===== config.mk =====
export PLATFORM = sky130hd
export DESIGN_NAME = eq_compare_monitor
export DESIGN_NICKNAME = d
export VERILOG_FILES = /design/src/rtl/eq_compare_monitor.sv
export SDC_FILE = /design/constraint.sdc
export NUM_CORES = 1
export LEC_CHECK = 0
export ABC_AREA = 1
export CAP_MARGIN = 20
export CORE_ASPECT_RATIO = 0.5
export CORE_MARGIN = 2
export CORE_UTILIZATION = 49
export CTS_CLUSTER_SIZE = 30
export DETAILED_ROUTE_END_ITERATION = 12
export PLACE_DENSITY_LB_ADDON = 0.1
export SLEW_MARGIN = 10
export SYNTH_ARGS = -nofsm -noshare
export SYNTH_HDL_FRONTEND = slang
export SYNTH_SLANG_ARGS = --single-unit
export TNS_END_PERCENT = 10

===== constraint.sdc =====
create_clock -name clk -period 1.8 [get_ports clk]
set_input_delay 0.27 -clock clk [delete_from_list [all_inputs] [get_ports clk]]
set_output_delay 0.27 -clock clk [all_outputs]
set_load 0.02 [all_outputs]

===== src/rtl/eq_compare_monitor.sv =====
// -----------------------------------------------------------------------------
// eq_compare_monitor
//
// Result monitor for the 16-bit equality-comparator cross-check. It sits
// downstream of two comparator implementations (A and B) and also sees the
// operand pair that produced their results. On every accepted sample it:
//   - computes a local golden result g = (a == b),
//   - flags a failure when A and B disagree, or when B disagrees with golden,
//   - counts checked and failing samples with saturating counters,
//   - captures operands, results and cause of the first failing sample,
//   - optionally halts checking after the first failure (STOP_ON_ERR).
//
// Parameters
//   WIDTH       operand width
//   CNT_W       width of the checked/mismatch counters
//   WARMUP      clock cycles after reset release during which samples are
//               ignored (0 = leave warmup on the first edge)
//   STOP_ON_ERR 1 = stop checking (HALT) on the first failure
//
// Ports
//   clk          rising-edge clock
//   rst_n        asynchronous active-low reset
//   valid_i      sample strobe
//   a_i, b_i     operand pair
//   res_a_i      result of implementation A
//   res_b_i      result of implementation B
//   clear_i      synchronous clear of counters, sticky flag and captures
//   ready_o      high while in RUN
//   checked_o    number of checked samples (saturating)
//   mism_o       number of failing samples (saturating)
//   err_pulse_o  one-cycle pulse in the cycle after a failing sample
//   err_o        sticky error flag
//   cause_o      cause of first failure: bit0 = A!=B, bit1 = B!=golden
//   first_a_o    operand a of first failing sample
//   first_b_o    operand b of first failing sample
//   first_res_o  {res_a, res_b} of first failing sample
// -----------------------------------------------------------------------------
module eq_compare_monitor #(
  parameter int WIDTH       = 16,
  parameter int CNT_W       = 16,
  parameter int WARMUP      = 2,
  parameter int STOP_ON_ERR = 0
) (
  input  logic             clk,
  input  logic             rst_n,
  input  logic             valid_i,
  input  logic [WIDTH-1:0] a_i,
  input  logic [WIDTH-1:0] b_i,
  input  logic             res_a_i,
  input  logic             res_b_i,
  input  logic             clear_i,
  output logic             ready_o,
  output logic [CNT_W-1:0] checked_o,
  output logic [CNT_W-1:0] mism_o,
  output logic             err_pulse_o,
  output logic             err_o,
  output logic [1:0]       cause_o,
  output logic [WIDTH-1:0] first_a_o,
  output logic [WIDTH-1:0] first_b_o,
  output logic [1:0]       first_res_o
);

  // ---------------------------------------------------------------------------
  // State encoding
  // ---------------------------------------------------------------------------
  localparam logic [1:0] ST_WARMUP = 2'd0;
  localparam logic [1:0] ST_RUN    = 2'd1;
  localparam logic [1:0] ST_HALT   = 2'd2;

  // Warmup counter only needs to hold WARMUP itself.
  localparam int WCW = (WARMUP > 1) ? $clog2(WARMUP + 1) : 1;
  localparam logic [WCW-1:0] WARM_INIT = WCW'(WARMUP);
  localparam logic [WCW-1:0] WARM_LAST = WCW'(1);

  localparam logic [CNT_W-1:0] CNT_MAX = {CNT_W{1'b1}};
  localparam logic [CNT_W-1:0] CNT_ONE = CNT_W'(1);

  localparam bit HALT_EN = (STOP_ON_ERR != 0);

  // ---------------------------------------------------------------------------
  // Registers
  // ---------------------------------------------------------------------------
  logic [1:0]       state_reg,     state_next;
  logic [WCW-1:0]   warm_cnt_reg,  warm_cnt_next;
  logic [CNT_W-1:0] checked_reg,   checked_next;
  logic [CNT_W-1:0] mism_reg,      mism_next;
  logic             err_pulse_reg, err_pulse_next;
  logic             err_reg,       err_next;
  logic [1:0]       cause_reg,     cause_next;
  logic [WIDTH-1:0] first_a_reg,   first_a_next;
  logic [WIDTH-1:0] first_b_reg,   first_b_next;
  logic [1:0]       first_res_reg, first_res_next;

  // ---------------------------------------------------------------------------
  // Golden result: per-bit equality, then AND-reduce across the full width.
  // ---------------------------------------------------------------------------
  logic [WIDTH-1:0] bit_eq;
  logic             golden;

  generate
    for (genvar gi = 0; gi < WIDTH; gi++) begin : g_bit_eq
      assign bit_eq[gi] = ~(a_i[gi] ^ b_i[gi]);
    end
  endgenerate

  assign golden = &bit_eq;

  // Failure classification for the current sample.
  logic fail_ab;
  logic fail_gold;
  logic fail_any;

  assign fail_ab   = res_a_i != res_b_i;
  assign fail_gold = res_b_i != golden;
  assign fail_any  = fail_ab | fail_gold;

  // A sample is checked only in RUN, and a simultaneous clear discards it.
  logic sample_take;
  assign sample_take = valid_i && !clear_i && (state_reg == ST_RUN);

  // ---------------------------------------------------------------------------
  // Next-state logic
  // ---------------------------------------------------------------------------
  always_comb begin
    state_next     = state_reg;
    warm_cnt_next  = warm_cnt_reg;
    checked_next   = checked_reg;
    mism_next      = mism_reg;
    err_pulse_next = 1'b0;
    err_next       = err_reg;
    cause_next     = cause_reg;
    first_a_next   = first_a_reg;
    first_b_next   = first_b_reg;
    first_res_next = first_res_reg;

    // Sequencing. Leaving warmup when the counter is about to hit zero makes
    // exactly WARMUP edges drop their samples; clear never touches warmup.
    case (state_reg)
      ST_WARMUP: begin
        if (warm_cnt_reg <= WARM_LAST) begin
          state_next    = ST_RUN;
          warm_cnt_next = '0;
        end else begin
          warm_cnt_next = warm_cnt_reg - WARM_LAST;
        end
      end
      ST_RUN: begin
        if (HALT_EN && sample_take && fail_any) begin
          state_next = ST_HALT;
        end
      end
      ST_HALT: begin
        if (clear_i) begin
          state_next = ST_RUN;
        end
      end
      default: begin
        state_next = ST_WARMUP;
      end
    endcase

    // Checking datapath.
    if (clear_i) begin
      checked_next   = '0;
      mism_next      = '0;
      err_next       = 1'b0;
      cause_next     = 2'b00;
      first_a_next   = '0;
      first_b_next   = '0;
      first_res_next = 2'b00;
    end else if (sample_take) begin
      if (checked_reg != CNT_MAX) begin
        checked_next = checked_reg + CNT_ONE;
      end
      if (fail_any) begin
        if (mism_reg != CNT_MAX) begin
          mism_next = mism_reg + CNT_ONE;
        end
        err_pulse_next = 1'b1;
        err_next       = 1'b1;
        // Only the first failure since reset/clear is captured.
        if (!err_reg) begin
          cause_next     = {fail_gold, fail_ab};
          first_a_next   = a_i;
          first_b_next   = b_i;
          first_res_next = {res_a_i, res_b_i};
        end
      end
    end
  end

  // ---------------------------------------------------------------------------
  // State registers
  // ---------------------------------------------------------------------------
  always_ff @(posedge clk or negedge rst_n) begin
    if (!rst_n) begin
      state_reg     <= ST_WARMUP;
      warm_cnt_reg  <= WARM_INIT;
      checked_reg   <= '0;
      mism_reg      <= '0;
      err_pulse_reg <= 1'b0;
      err_reg       <= 1'b0;
      cause_reg     <= 2'b00;
      first_a_reg   <= '0;
      first_b_reg   <= '0;
      first_res_reg <= 2'b00;
    end else begin
      state_reg     <= state_next;
      warm_cnt_reg  <= warm_cnt_next;
      checked_reg   <= checked_next;
      mism_reg      <= mism_next;
      err_pulse_reg <= err_pulse_next;
      err_reg       <= err_next;
      cause_reg     <= cause_next;
      first_a_reg   <= first_a_next;
      first_b_reg   <= first_b_next;
      first_res_reg <= first_res_next;
    end
  end

  // ---------------------------------------------------------------------------
  // Outputs (all straight from flops)
  // ---------------------------------------------------------------------------
  assign ready_o     = (state_reg == ST_RUN);
  assign checked_o   = checked_reg;
  assign mism_o      = mism_reg;
  assign err_pulse_o = err_pulse_reg;
  assign err_o       = err_reg;
  assign cause_o     = cause_reg;
  assign first_a_o   = first_a_reg;
  assign first_b_o   = first_b_reg;
  assign first_res_o = first_res_reg;

endmodule

# Word level (Yosys, flattened, before mapping)
# Cells that the tools add are included.
# Widths: inputs -> output; s select.
# totals
regBits,74
in_bits,38
# op_classes
n_addsub,3
n_lt_le_gt_ge,1
n_eq_ne,9
mux,33
bitwise,34
n_reduce_logical,14
# ops
cell,count
$mux 16,15
$add 16x1->16 const B,2
$ne 16x16->1 const B,2
$mux 2,11
$not 1->1,17
$reduce_and 16->1,1
$xor 1x1->1,16
$reduce_and 3->1,3
$reduce_bool 2->1,4
$mux 1,6
$ne 2x2->1 const B,3
$pmux 2 s3,1
$reduce_and 2->1,2
$eq 2x1->1 const B,1
$eq 2x2->1 const B,1
$le 2x1->1 const B,1
$logic_and 1x1->1,2
$logic_not 2->1,1
$ne 1x1->1,2
$sub 2x1->2 const B,1
$logic_not 1->1,1
$or 1x1->1,1

# Logic depth before layout (Yosys ltp)
# Gate-level depths: netlist (run 1).
# logic_depth
ltp_word,8
mapped_depth,14
depth_no_buf,13

# Least setup slack after synthesis (run 1)
# Ideal clock, no wire load.
# synth_timing
kind,reg2reg
from,"register mism_reg[0], in the netlist mism_o[0]"
to,"register mism_reg[4], in the netlist mism_o[4]"
t_arrival_ns,1.718
path_slack_ns,-0.036
stages_incl_launch_ff,12
synth_period_minus_slack_ns,1.836
path_cell_list,dfrtp_1 > ha_1 > nand2_1 > nor2_1 > nand2_1 > nor2_1 > nand2_1 > nor2_1 > nand3_1 > buf_4 > nand4_1 > nand2_1
# synth_between
elab_chain_cells,5
elab_cells_between_ends,8
cone_classes,add/sub (1); eq/ne (1); mux (4); reduce/logical (2)
# synth_lines
item,line_no,rtl
"start, declared",86,"logic [CNT_W-1:0] mism_reg, mism_next;"
"start signal, assigned",211,mism_reg <= mism_next;
$add 16x1->16,177,mism_next = mism_reg + CNT_ONE;
$mux 16,176,if (mism_reg != CNT_MAX) begin
$mux 16,175,if (fail_any) begin
$mux 16,171,end else if (sample_take) begin
$mux 16,163,if (clear_i) begin
# Several ways; a longest one is shown, not always the timed one. The select of a mux whose other input is x is not followed.
# A chain may end at the register's enable or synchronous reset.

# Worst setup path after layout (run 1)
# layout_timing
from,"register checked_reg[0], in the netlist checked_o[0]"
to,output port checked_o[0]
# layout_lines
item,line_no,rtl
"start, declared",85,"logic [CNT_W-1:0] checked_reg, checked_next;"
"start signal, assigned",210,checked_reg <= checked_next;
"end, declared",53,"output logic [CNT_W-1:0] checked_o,"
# No word-level cell between the ends.

==> summary.txt, run 1 <==
Status
  • Status: finished, final reports clean

Timing
  • Crit path time final: 1.71 ns
  • Layout Skew: 0.00426 ns
  • Hold Fails Final Rpt: 0
  • Final setup viols: 0
  • Worst slew pin tran: 0.423 ns
  • Slew headroom: 0.716
  • Max Fclk: 586 MHz
  • Fin. max-slew vios: 0
  • Period utilization: 0.948
  • RSZ-0062 raised after global routing: true

Clock tree
  • Clock transition at path regs: 0.06 ns
  • CTS Buf Count: 9
  • Clock buffer depth: 2
  • Clk Latency, worst-skew pair: 0.33 ns
  • Root buffer cell: clkbuf_16
  • CTS tree: done
  • Clk sinks: 73
  • H-tree depth: 3

Min path
  • Tightest Hold Check Type: in -> reg

Global routing
  • Largest net degree at the start of global routing: 42
  • Initial antenna violation count: 0
  • First-pass GRT wire length: 17.4 mm
  • Tot GR Track Use: 0.248
  • Vias in the first global route: 3631
  • Grt ovf: 0

Synth
  • Main flop type after synthesis: dfrtp_1
  • Yosys warns: 0
  • Synth Instances: 524
  • Yosys top cell area share: 0.452
  • Register bit total from synthesis: 73
  • Synth top area cells: dfrtp_1 45%, nand2_1 18%, nand4_1 8.9%, inv_1 5.8%, nor2_1 3.9%
  • Post-synth EDFFs: 0
  • Mapped Area: 3990 um2
  • Top cell type by total area after synthesis: dfrtp_1
  • Most frequent cells after synthesis: 187 x nand2_1, 72 x dfrtp_1, 62 x inv_1
  • Seq/Total Area, Yosys: 0.458
  • Most common cell in the netlist: nand2_1
  • Synth Net Count: 564
  • Share of flip-flops with an asynchronous set or reset: 1.00
  • Post-synthesis area per instance: 7.61 um2
  • Yosys cell types: 36

Die
  • Initial Utilization: 0.502
  • I/O pins: 109
  • Die Span X: 132 um
  • Die area: 8920 um2
  • Std-Cell Rows: 23
  • Core ar.: 7940 um2
  • Height of the die: 67.8 um

Worst setup path
  • Reg-to-reg setup timing slack: 0.10 ns
  • Crit. End Element: output pin
  • Worst setup SP type: flop
  • R2R depth: 11
  • Largest fanout on the critical path: 4
  • Worst Setup SP: checked_o[0]
  • Worst EP required: 1.53 ns
  • Reg-to-reg critical path endpoint: mism_o[3]
  • R2R Path Start: mism_o[1]
  • Setup CP Type: reg -> out
  • CP Data Arrival Time: 1.44 ns
  • Setup crit end: checked_o[0]

Cells and area
  • Post-layout instance area: 5960 um2
  • Layout cells sized above 1: 0.121
  • Synth-to-Final Area Change: 49.3%
  • ANT cells: 0
  • Nets: 702
  • # fillers: 636
  • Util after Layout: 0.750

Power and ir drop
  • Maximum vdd drop: 0.000511 V
  • Lkg Pwr: 3.28 nW
  • PwrDens: 770 nW/um2
  • Tot Pwr: 0.00459 W

Routing
  • Routed len/inst: 13.9 um
  • DRT Pass-1 Iters: 5
  • DR iter-0 viols: 286
  • Via density: 5.13
  • DRC viols: 0
  • Total number of vias: 3993
  • Final WL: 10.8 mm
  • Antenna-violating nets left: 0

Place
  • Placed Area: 5460 um2
  • DPL Wire Length: 7.46 mm
  • GPL Wtd Cong: 0.913
  • Port bufs: 108

Flow run
  • Max cap viols: 0
[final cells by class]
cell class              count  area, um2  share of cell area
clock buffers              14        274              0.0460
clock inverters             2       35.0             0.00588
inverters                  64        241              0.0405
multi-input cells         367       1850               0.310
flip-flops and latches     73       1830               0.307
well taps                 112        140              0.0235
repair buffers            147       1590               0.267
[cells in the final DEF, fill, tap and decap left out, types with 3 or more instances in the layout]
master | synthesis | routed
nand2_1 | 187 | 185
nand3_1 | 12 | 12
buf_4 | 1 | 29
o31ai_1 | 4 | 4
a21oi_1 | 7 | 7
clkdlybuf4s50_1 | 0 | 75
xor2_1 | 11 | 11
dlymetal6s2s_1 | 0 | 32
nand2_2 | 4 | 6
buf_12 | 0 | 8
xnor2_1 | 3 | 3
inv_1 | 62 | 62
o21ai_0 | 9 | 9
clkbuf_16 | 0 | 11
clkbuf_8 | 0 | 3
nand4_1 | 57 | 57
nor3_1 | 9 | 9
dfrtp_1 | 72 | 70
nand2_4 | 3 | 3
nor2_1 | 41 | 34
nor2_2 | 1 | 6
[where the power goes]
part	internal, W	switching, W
sequential	0.00174	0.0000619
combinational	0.000434	0.000501
clock	0.00119	0.000669
[routing by layer]
layer | global-route usage | up-vias | share of wire
li1 | - | 1977 | -
met3 | 0.0704 | 13 | 0.077
met5 | 0 | - | 0
met4 | 0.0625 | 0 | 0.012
met2 | 0.395 | 153 | 0.44
met1 | 0.342 | 1850 | 0.47
[worst max-delay path, cell delays in order (launching register included)]
cell and delay (ns):
dfrtp_1 0.37, buf_4 0.14, clkdlybuf4s50_1 0.60
[what timing repair did]
action,in CTS,in global routing
hold buffers,1,0
buffers inserted,0,1
gates resized for setup,0,43
hold endpoints to repair,15,0
setup endpoints to repair,0,58
[metrics by stage]
stage / setup slack, ns / instances / setup TNS (ns) / hold WS, ns
5_1_grt: -0.0374 / 779 / -0.0394 / 0.260
6_report: 0.0930 / 779 / 0 / 0.245
4_1_cts: 0.0197 / 776 / 0 / 0.351
2_1_floorplan: 0.00845 / 524 / 0 / -0.0256
3_3_place_gp: -0.284 / 759 / -14.59 / 0.156
3_5_place_dp: -0.311 / 759 / -15.55 / 0.158
[worst min path at each step]
stage	start	end	slack [ns]	depth (start not counted)
floorplan	rst_n	cause_o[0]	-0.03	0
global placement	rst_n	checked_o[7]	0.16	1
detailed placement	rst_n	checked_o[7]	0.16	1
CTS	rst_n	checked_o[11]	0.35	2
global route	a_i[3]	first_a_o[3]	0.26	3
finish	a_i[14]	first_a_o[14]	0.24	3
[cell families (layout without fill, tap and decap cells)]
| logic type | Yosys count | in the layout | share of synthesized area |
|---|---|---|---|
| flip-flops | 73 | 73 | 0.458 |
| XOR/XNOR | 14 | 14 | 0.0307 |
| adder cells (fa/ha/maj) | 2 | 2 | 0.00627 |
| AO/OA/AOI/OAI | 26 | 26 | 0.0389 |
| AND/OR/NAND/NOR | 325 | 325 | 0.376 |
| buffers and inverters | 84 | 227 | 0.0900 |
Power figures use the tool's default switching activity.
==> run 2, diff against run 1 <==
- ABC_AREA: 1 -> not set
- CORE_UTILIZATION: 49 -> 46
- CTS_BUF_LIST: not set -> sky130_fd_sc_hd__clkbuf_4 sky130_fd_sc_hd__clkbuf_8 sky130_fd_sc_hd__clkbuf_16
- CTS_CLUSTER_DIAMETER: not set -> 30
==> run 2 against run 1 <==
Compared with the run above: the flow now finishes with violations (negative setup slack); synthesized area down 14%; flip-flop and latch count unchanged; critical path depth up 7; global-route usage up 1.1 points; final area down 5.4%; wire length down 5.3%; critical endpoint is now mism_o[10]; critical path type is now in -> reg.
==> summary.txt, run 2 <==
Status
  • Status: finished with violations
  • Violations in the final reports: negative setup slack

Synth
  • Top cell type by total area after synthesis: dfrtp_1
  • Register bit total from synthesis: 73 (unchanged)
  • Main flop type after synthesis: dfrtp_1
  • Post-synthesis area per instance: 10.7 um2 (+41%)
  • Synth Net Count: 361 (-36%)
  • Yosys cell types: 38 (+5.6%)
  • Mapped Area: 3440 um2 (-14%)
  • Most frequent cells after synthesis: 72 x dfrtp_1, 32 x a22o_1, 29 x nor2_1
  • Post-synth EDFFs: 0 (unchanged)
  • Yosys top cell area share: 0.523 (+0.0719)
  • Synth top area cells: dfrtp_1 52%, a22o_1 8.1%, xnor2_1 5.9%, nor2_1 3.2%, a21oi_1 2.3%
  • Synth Instances: 321 (-39%)
  • Most common cell in the netlist: dfrtp_1
  • Yosys warns: 0 (unchanged)
  • Seq/Total Area, Yosys: 0.531 (+0.0729)
  • Share of flip-flops with an asynchronous set or reset: 1.00 (unchanged)

Timing
  • Setup TNS: -3.93 ns (-3.93 ns)
  • Max Fclk: 506 MHz (-14%)
  • Layout Skew: 0.00490 ns (+0.000639 ns)
  • WHS: 0.168 ns (-0.0769 ns)
  • Slew headroom: 0.736 (+0.0196)
  • Worst slew pin tran: 0.396 ns (-0.0263 ns)
  • Period utilization: 1.10 (+0.150)
  • Final worst slack: -0.177 ns (-0.270 ns)
  • Hold Fails Final Rpt: 0 (unchanged)
  • Crit path time final: 1.98 ns (+0.270 ns)
  • Fin. max-slew vios: 0 (unchanged)
  • Final setup viols: 46 (+46)
  • RSZ-0062 raised after global routing: true

Cells and area
  • ANT cells: 0 (unchanged)
  • Nets: 527 (-25%)
  • Most common cell after layout, fill and taps aside: clkdlybuf4s50_1
  • Synth-to-Final Area Change: 63.8%
  • Most frequent cells in the layout: 75 x clkdlybuf4s50_1, 70 x dfrtp_1, 53 x buf_4, 32 x a22o_1, 26 x nor2_1
  • Layout cells sized above 1: 0.322 (+0.200)
  • # fillers: 472 (-26%)

Place
  • DPL Wire Length: 6.74 mm (-9.7%)
  • Port bufs: 108 (unchanged)
  • GPL Wtd Cong: 0.863 (-5.5%)

Global routing
  • Routing usage on met1: 0.313 (-0.0294)
  • First-pass GRT wire length: 16.5 mm (-5.1%)
  • Met2 usage in global routing: 0.445 (+0.0496)
  • Grt peak-use layer: met2
  • Grt ovf: 0 (unchanged)
  • Vias in the first global route: 3356 (-7.6%)
  • Tot GR Track Use: 0.259 (+0.0109)
  • Grt met3 use: 0.104 (+0.0339)
  • Largest net degree at the start of global routing: 33 (-21%)
  • Initial antenna violation count: 0 (unchanged)

Clock tree
  • Clock transition at path regs: 0.06 ns (about the same)
  • Clk sinks: 73 (unchanged)
  • H-tree depth: 3 (unchanged)
  • Clk Latency, worst-skew pair: 0.34 ns (about the same)
  • CTS tree: done
  • Root buffer cell: clkbuf_16
  • Clock buffer depth: 2 (unchanged)
  • CTS Buf Count: 9 (unchanged)

Die
  • Height of the die: 65.2 um (-3.9%)
  • Die Span X: 126 um (-4.0%)
  • Die area: 8230 um2 (-7.8%)
  • Initial Utilization: 0.472 (-0.0305)
  • Core ar.: 7290 um2 (-8.2%)
  • I/O pins: 109 (unchanged)
  • Std-Cell Rows: 22 (-4.3%)

Power and ir drop
  • Sequential share of power: 0.400 (+0.008)
  • Sw frac: 0.241 (-0.0279)
  • Lkg Pwr: 2.47 nW (-25%)
  • Psw: 0.00105 W (-15%)
  • Maximum vdd drop: 0.000531 V (+4.0%)
  • Comb pwr share: 0.152 (-0.052)
  • PwrDens: 775 nW/um2 (+0.59%)
  • Clk pwr share: 0.449 (+0.045)
  • Pint: 0.00332 W (-1.2%)

Routing
  • Antenna-violating nets left: 0 (unchanged)
  • Via density: 5.54 (+8.0%)
  • DR iter-0 viols: 272 (-4.9%)
  • DRC viols: 0 (unchanged)
  • Total number of vias: 3250 (-19%)
  • Final WL: 10.3 mm (-5.3%)
  • DRT Pass-1 Iters: 4 (-1)
  • Routed len/inst: 17.5 um (+26%)

Worst setup path
  • Setup CP Type: in -> reg
  • Crit. End Element: flop
  • Worst EP required: 2.07 ns (+0.54 ns)
  • Largest fanout on the critical path: 5 (+1)
  • CP Data Arrival Time: 2.25 ns (+0.81 ns)
  • Worst setup SP type: input port
  • Reg-to-reg setup timing slack: -0.08 ns (-0.18 ns)

Flow run
  • Max cap viols: 0 (unchanged)

Min path
  • Tightest Hold Check Type: in -> reg
[run 2: critical path: stages]
cell and delay, ns:
buf_2 0.12, xnor2_2 0.12, nand4_1 0.18, nor4_4 0.45
mux2i_4 0.14, buf_6 0.15, buf_16 0.12, or4_4 0.54
a21oi_2 0.14
[run 2: path summary, 6_finish.rpt]
check	start	endpoint	depth (start not counted)
min in group asynchronous	rst_n	mism_o[7]	2
max	a_i[7]	mism_o[10]	9
max in group asynchronous	rst_n	first_a_o[5]	3
max reg2reg	mism_o[1]	mism_o[10]	7
min reg2reg	warm_cnt_reg[1]	warm_cnt_reg[1]	1
min	a_i[15]	first_a_o[15]	2
[run 2: cells by family after synthesis]
kind of cell / after synthesis / synth area share
AO/OA/AOI/OAI: 71 / 0.154
XOR/XNOR: 29 / 0.0738
adder cells (fa/ha/maj): 2 / 0.00727
buffers and inverters: 23 / 0.0269
flip-flops: 73 / 0.531
multiplexers: 9 / 0.0284
AND/OR/NAND/NOR: 114 / 0.179
[run 2: final cells by class]
cell class / instances / area (um2) / area share
flip-flops and latches: 73 / 1830 / 0.325
repair buffers: 169 / 1540 / 0.273
clock inverters: 4 / 76.3 / 0.0135
well taps: 96 / 120 / 0.0213
clock buffers: 11 / 253 / 0.0448
inverters: 8 / 30.0 / 0.00533
multi-input cells: 226 / 1790 / 0.318
[run 2: routing by layer]
metal	part of all wire	routed length, um
met4	0.0050	51
met2	0.50	5110
met5	0	0
met3	0.082	840
met1	0.42	4270
[run 2: power groups by stage]
stage	clock [W]	sequential, W	combinational [W]
3_3_place_gp	0	0.00177	0.000598
4_1_cts	0.00199	0.00175	0.000652
2_1_floorplan	0	0.00184	0.000189
5_1_grt	0.00207	0.00175	0.000706
6_report	0.00196	0.00175	0.000662
3_5_place_dp	0	0.00177	0.000615
[run 2: repair_timing]
action                                  4_1_cts  5_1_grt
setup buffers                                 5        1
pin swaps                                    60       19
gates resized for setup                     149       27
hold endpoints to repair                     26        0
endpoints found under the setup margin       54       53
hold buffers                                  1        0
gates cloned                                  3        1
[run 2: per-stage QoR]
step	setup WS, ns	area [um2]	std cells	power, W	utilization
floorplan	-0.293	3530	321	0.00203	-
global placement	-0.774	5090	561	0.00237	0.697
detailed placement	-0.839	5090	561	0.00239	0.697
CTS	-0.148	5580	585	0.00439	0.765
global route	-0.196	5640	587	0.00453	0.773
finish	-0.177	5640	587	0.00437	0.773
